==> src/rtl/ram_arbiter.sv <==
// ram_arbiter: two-port (A read-only, B read/write) arbiter in front of a single-port synchronous RAM.
//
// Parameters: WIDTH (data width), ADDR (address width), LOCK_MAX (max consecutive locked B grants).
// Ports:
//   CLK, RESET_N                      clock, asynchronous active-low reset
//   A_REQ, A_ADDR                     requester A (instruction fetch, read only)
//   A_GNT, A_VALID, A_Q               A grant (comb), response strobe, read data
//   B_REQ, B_WREN, B_ADDR, B_DATA,    requester B (load/store)
//   B_LOCK                            B lock request (ignored unless RAM_ARB_LOCK_EN)
//   B_GNT, B_VALID, B_Q               B grant (comb), response strobe, read data / write ack data
//   RAM_ADDRESS, RAM_DATA, RAM_WREN   RAM inputs, registered by the RAM on CLK
//   RAM_Q                             RAM read data, valid the cycle after the access
// Build option: define RAM_ARB_LOCK_EN to compile in the B lock FSM; otherwise pure round-robin.
module ram_arbiter #(
    parameter int WIDTH    = 16,
    parameter int ADDR     = 8,
    parameter int LOCK_MAX = 8
) (
    input  logic             CLK,
    input  logic             RESET_N,
    input  logic             A_REQ,
    input  logic [ADDR-1:0]  A_ADDR,
    output logic             A_GNT,
    output logic             A_VALID,
    output logic [WIDTH-1:0] A_Q,
    input  logic             B_REQ,
    input  logic             B_WREN,
    input  logic [ADDR-1:0]  B_ADDR,
    input  logic [WIDTH-1:0] B_DATA,
    input  logic             B_LOCK,
    output logic             B_GNT,
    output logic             B_VALID,
    output logic [WIDTH-1:0] B_Q,
    output logic [ADDR-1:0]  RAM_ADDRESS,
    output logic [WIDTH-1:0] RAM_DATA,
    output logic             RAM_WREN,
    input  logic [WIDTH-1:0] RAM_Q
);

    logic             locked;
    logic             a_gnt;
    logic             b_gnt;
    logic             last_b_q, last_b_d;
    logic [ADDR-1:0]  addr_q, addr_d;
    logic [WIDTH-1:0] data_q, data_d;
    logic             a_own_q, a_own_d;
    logic             b_own_q, b_own_d;
    logic             b_wr_q, b_wr_d;
    logic [WIDTH-1:0] wdata_q, wdata_d;
    logic [WIDTH-1:0] a_q_q, a_q_d;
    logic [WIDTH-1:0] b_q_q, b_q_d;

    // Grants are gated by RESET_N so they drop the instant reset asserts.
    // last_b_q set means B was served most recently, so A wins a contested cycle.
    always_comb begin
        a_gnt       = RESET_N & A_REQ & ~locked & (~B_REQ | last_b_q);
        b_gnt       = RESET_N & B_REQ & (locked | ~A_REQ | ~last_b_q);
        A_GNT       = a_gnt;
        B_GNT       = b_gnt;
        RAM_ADDRESS = a_gnt ? A_ADDR : (b_gnt ? B_ADDR : addr_q);
        RAM_DATA    = b_gnt ? B_DATA : data_q;
        RAM_WREN    = b_gnt & B_WREN;
        addr_d      = RAM_ADDRESS;
        data_d      = RAM_DATA;
        last_b_d    = b_gnt ? 1'b1 : (a_gnt ? 1'b0 : last_b_q);
        a_own_d     = a_gnt;
        b_own_d     = b_gnt;
        b_wr_d      = b_gnt & B_WREN;
        wdata_d     = B_DATA;
    end

    // Responses: the owner flops mark whose access is returning this cycle.
    // A write acknowledges with the data it wrote rather than RAM_Q.
    always_comb begin
        A_VALID = a_own_q;
        B_VALID = b_own_q;
        A_Q     = a_own_q ? RAM_Q : a_q_q;
        B_Q     = b_own_q ? (b_wr_q ? wdata_q : RAM_Q) : b_q_q;
        a_q_d   = A_Q;
        b_q_d   = B_Q;
    end

    always_ff @(posedge CLK or negedge RESET_N) begin
        if (!RESET_N) begin
            last_b_q <= 1'b1;
            addr_q   <= '0;
            data_q   <= '0;
            a_own_q  <= 1'b0;
            b_own_q  <= 1'b0;
            b_wr_q   <= 1'b0;
            wdata_q  <= '0;
            a_q_q    <= '0;
            b_q_q    <= '0;
        end else begin
            last_b_q <= last_b_d;
            addr_q   <= addr_d;
            data_q   <= data_d;
            a_own_q  <= a_own_d;
            b_own_q  <= b_own_d;
            b_wr_q   <= b_wr_d;
            wdata_q  <= wdata_d;
            a_q_q    <= a_q_d;
            b_q_q    <= b_q_d;
        end
    end

`ifdef RAM_ARB_LOCK_EN
    typedef enum logic {UNLOCKED, LOCKED} lock_state_t;
    localparam int CW = $clog2(LOCK_MAX + 1);

    lock_state_t   lock_state_q, lock_state_d;
    logic [CW-1:0] lock_cnt_q, lock_cnt_d;

    always_ff @(posedge CLK or negedge RESET_N) begin
        if (!RESET_N) begin
            lock_state_q <= UNLOCKED;
            lock_cnt_q   <= '0;
        end else begin
            lock_state_q <= lock_state_d;
            lock_cnt_q   <= lock_cnt_d;
        end
    end

    // Only B grants move the lock. The grant that brings the count to LOCK_MAX
    // releases the lock; last-served is then B, so a waiting A wins next.
    always_comb begin
        lock_state_d = lock_state_q;
        lock_cnt_d   = lock_cnt_q;
        if (b_gnt) begin
            if (lock_state_q == UNLOCKED) begin
                if (B_LOCK && LOCK_MAX > 1) begin
                    lock_state_d = LOCKED;
                    lock_cnt_d   = CW'(1);
                end
            end else if (!B_LOCK || lock_cnt_q == CW'(LOCK_MAX - 1)) begin
                lock_state_d = UNLOCKED;
                lock_cnt_d   = '0;
            end else begin
                lock_cnt_d   = lock_cnt_q + CW'(1);
            end
        end
    end

    always_comb begin
        locked = (lock_state_q == LOCKED);
    end
`else
    logic unused_lock;

    assign locked      = 1'b0;
    assign unused_lock = B_LOCK;
`endif

endmodule

==> config.mk <==
export PLATFORM = sky130hd
export DESIGN_NAME = ram_arbiter
export DESIGN_NICKNAME = d
export VERILOG_FILES = /design/src/rtl/ram_arbiter.sv
export SDC_FILE = /design/constraint.sdc
export NUM_CORES = 1
export LEC_CHECK = 0
export CAP_MARGIN = 20
export CORE_MARGIN = 2
export CORE_UTILIZATION = 43
export CTS_CLUSTER_DIAMETER = 60
export DETAILED_ROUTE_END_ITERATION = 12
export PLACE_DENSITY = 0.79
export SLEW_MARGIN = 15
export SYNTH_ARGS = -nofsm -noshare
export SYNTH_HDL_FRONTEND = slang
export SYNTH_SLANG_ARGS = --single-unit
==> constraint.sdc <==
create_clock -name CLK -period 2.35 [get_ports CLK]
set_input_delay 0.5875 -clock CLK [delete_from_list [all_inputs] [get_ports CLK]]
set_output_delay 0.5875 -clock CLK [all_outputs]
set_load 0.03 [all_outputs]
==> summary.md <==
| Metric | Value |
|---|---|
| H-tree lvl count | 3 |
| Core footprint | 6680 um^2 |
| Number of synthesized register bits | 76 |
| DR iter-0 viols | 92 |
| Status | finished, violations left |
| Fillcell total | 476 |
| Crit start category | primary input |
| Setup TNS | -0.0830 ns |
| Syn Inst Count | 213 |
| Asr flop ratio synth | 100% |
| RSZ-0062 raised after global routing | yes |
| Area Overhead vs Synth | 59.9% |
| Final setup fails | 4 |
| Antenna diodes | 0 |
| Power Dens Cells | 874 nW/um^2 |
| Final wirelength | 8.22 mm |
| Via/cell ratio | 5.20 |
| RR Endpoint | addr_q[7] |
| Crit path time final | 2.39 ns |
| Synth area leaders | dfrtp_1, mux2_2, mux2i_1 |
| Netlist Area Pre-Place | 2930 um^2 |
| Clock Tree Root | clkbuf_8 |
| Final Hold Fails | 0 |
| Data required time of the worst path | 1.76 ns |
| Count of input and output buffers | 113 |
| Internal reg-to-reg setup slack | 0.83 ns |
| # DRC | 0 |
| Top-count cell post-synth | dfrtp_1 |
| Netlist cell types | 26 |
| Clock skew | 0.0111 ns |
| Commonest cells post-synth | dfrtp_1, a21oi_1, mux2_2, mux2i_1, nor2_1 |
| Max Fclk | 419 MHz |
| Relative slew slack | 38.5% |
| R2r startpoint | last_b_q |
| First-pass DRT Iterations | 4 |
| CP Capture Type | output pin |
| Pwr Total | 4.10 mW |
| Worst VDD drop | 588 uV |
| Min-Delay Path Class | primary input to async pin |
| Vias in the first global route | 2317 |
| Most used DFF post-synth | dfrtp_1 |
| Syn_nets | 267 |
| First-pass GRT wire length | 11.8 mm |
| Post-DRT Antenna Nets | 0 |
| Yosys top cell by area | dfrtp_1 |
| Clock tree from TritonCTS | yes |
| Die Area | 7490 um^2 |
| Gr ovfl total | 0 |
| Tcrit/Tclk final | 102% |
| Pins over their slew limit | 0 |
| Setup Slack @ Placement | -0.664 ns |
| Slew @ Worst Pin | 0.922 ns |
| Die W | 86.5 um |
| Pin count of the biggest net entering global routing | 76 |
| Worst Reg2Reg Path Length in Cells | 7 |
| Vias | 2298 |
| Clk buf depth | 2 |
| CP Launch Point | A_REQ |
| DP Wirelength | 5.03 mm |
| Initial antenna violation count | 0 |
| GRT Total Usage | 21.2% |
| P_leak | 2.07 nW |
| Top-area cell type share of the netlist area | 64.1% |
| Synth warnings | 0 |
| Layout cells sized above 1 | 47.0% |
| Arrival time at the worst endpoint | 1.80 ns |
| CTS buffer count | 9 |
| Initial Util | 43.8% |
| Max-cap viol count | 0 |
| Nets | 411 |
| Clk_lat worst skew | 0.35 ns |
| Final WS setup | -0.0378 ns |
| Failing checks | setup timing |
| Critical path fanouts, max | 9 |
| Sequential share of the synthesized area | 65.0% |
| Syn Area/Cell | 13.8 um^2 |
| WS Path Type | primary input to output pin |
| EDFF count, synth | 0 |
| Avg WL per Cell | 18.6 um |
| WHS | 0.316 ns |
| Clock sinks | 76 |
| Hold-fix buffers at CTS | 0 |
| Chip Height | 86.5 um |
| Io pins | 115 |
| Placer congestion estimate | 0.785 |
| Rows | 30 |
| Crit path to | RAM_ADDRESS[6] |
| Clock-pin slew on the worst setup and hold paths | 0.08 ns |
[worst min-delay path by stage]
stage,start,slack (ns),to,depth (start not counted)
after floorplan,RESET_N,0.29,A_VALID,0
after global placement,data_q[15],0.47,data_q[15],1
after detailed placement,data_q[12],0.48,data_q[12],1
after CTS,RESET_N,0.30,last_b_q,2
after global routing,RESET_N,0.30,last_b_q,2
final,RESET_N,0.32,last_b_q,2
[through the flow]
| stage | area [um^2] | util, % | cells |
|---|---|---|---|
| after global placement | 4150 | 62.1 | 413 |
| after global routing | 4680 | 70.1 | 442 |
| after CTS | 4460 | 66.8 | 434 |
| after floorplan | 2930 | - | 213 |
| after detailed placement | 4150 | 62.1 | 413 |
| final | 4680 | 70.1 | 442 |
[repair_timing]
action / 4_1_cts / 5_1_grt
setup buffers: 2 / 7
setup endpoints to repair: 36 / 14
resized for setup: 131 / 33
pin swaps: 13 / 10
cloned: 3 / 1
[layout make-up]
cell class / instances / area, um^2 / area share [%]
Sequential cell: 76 / 1900 / 40.7
Timing Repair Buffer: 142 / 1300 / 27.8
Multi-Input combinational cell: 126 / 1190 / 25.3
Clock buffer: 9 / 124 / 2.64
Tap cell: 80 / 100 / 2.14
Clock inverter: 7 / 58.8 / 1.26
Inverter: 2 / 7.51 / 0.160
[cell usage in the layout (no fill, tap or decap)]
master and count:
dfstp_2 1, mux2i_1 16, and3_1 1, nand2_4 2, nor3_2 8, inv_8 1, nand3_1 5, buf_12 3
or2_4 2, buf_6 19, a31oi_4 8, mux2_2 18, clkbuf_8 9, nand2_8 2, o21ai_0 5, and2_4 2
mux2_4 14, inv_6 3, inv_2 2, o21ai_1 4, clkinv_2 1, clkinvlp_4 1, clkdlybuf4s50_1 50, nand3_2 3
dfrtp_1 74, nor2b_2 1, nand2_1 3, dfrtp_2 1, buf_4 68, nor2_1 16, dlygate4sd2_1 2, clkinv_4 1
a21oi_1 16
[layer usage]
metal | GRT usage [%] | routed length (um)
met3 | 5.05 | 508
met1 | 26.7 | 3250
met4 | 8.66 | 148
met2 | 35.2 | 4310
met5 | 0 | 0
[cells by family after synthesis]
family	Yosys count	synth area share, %
AOI/OAI and AO/OA	33	5.98
buffers and inverters	14	2.90
DFF	76	65.0
muxes	48	18.9
and+or+nand+nor	42	7.22
[power breakdown]
| group | total [mW] | internal (mW) | leakage [nW] | switching [mW] |
|---|---|---|---|---|
| clock | 0.931 | 0.402 | 0.0925 | 0.529 |
| combinational | 1.56 | 0.685 | 1.10 | 0.879 |
| sequential | 1.60 | 1.53 | 0.877 | 0.0709 |
| total | 4.10 | 2.62 | 2.07 | 1.48 |
[critical path, cell delays in order]
cell	delay, ns
dlygate4sd2_1	0.29
nand2_4	0.19
buf_6	0.17
nand3_1	0.14
a31oi_4	0.25
buf_6	0.16
[flip-flops by register name, indices dropped and copies added, names as in the netlist, 8 cells and up]
register and cells:
b_q_q 16, addr_q 8, wdata_q 16, a_q_q 16
data_q 16
Note: power is estimated with default switching activity, not from simulation.
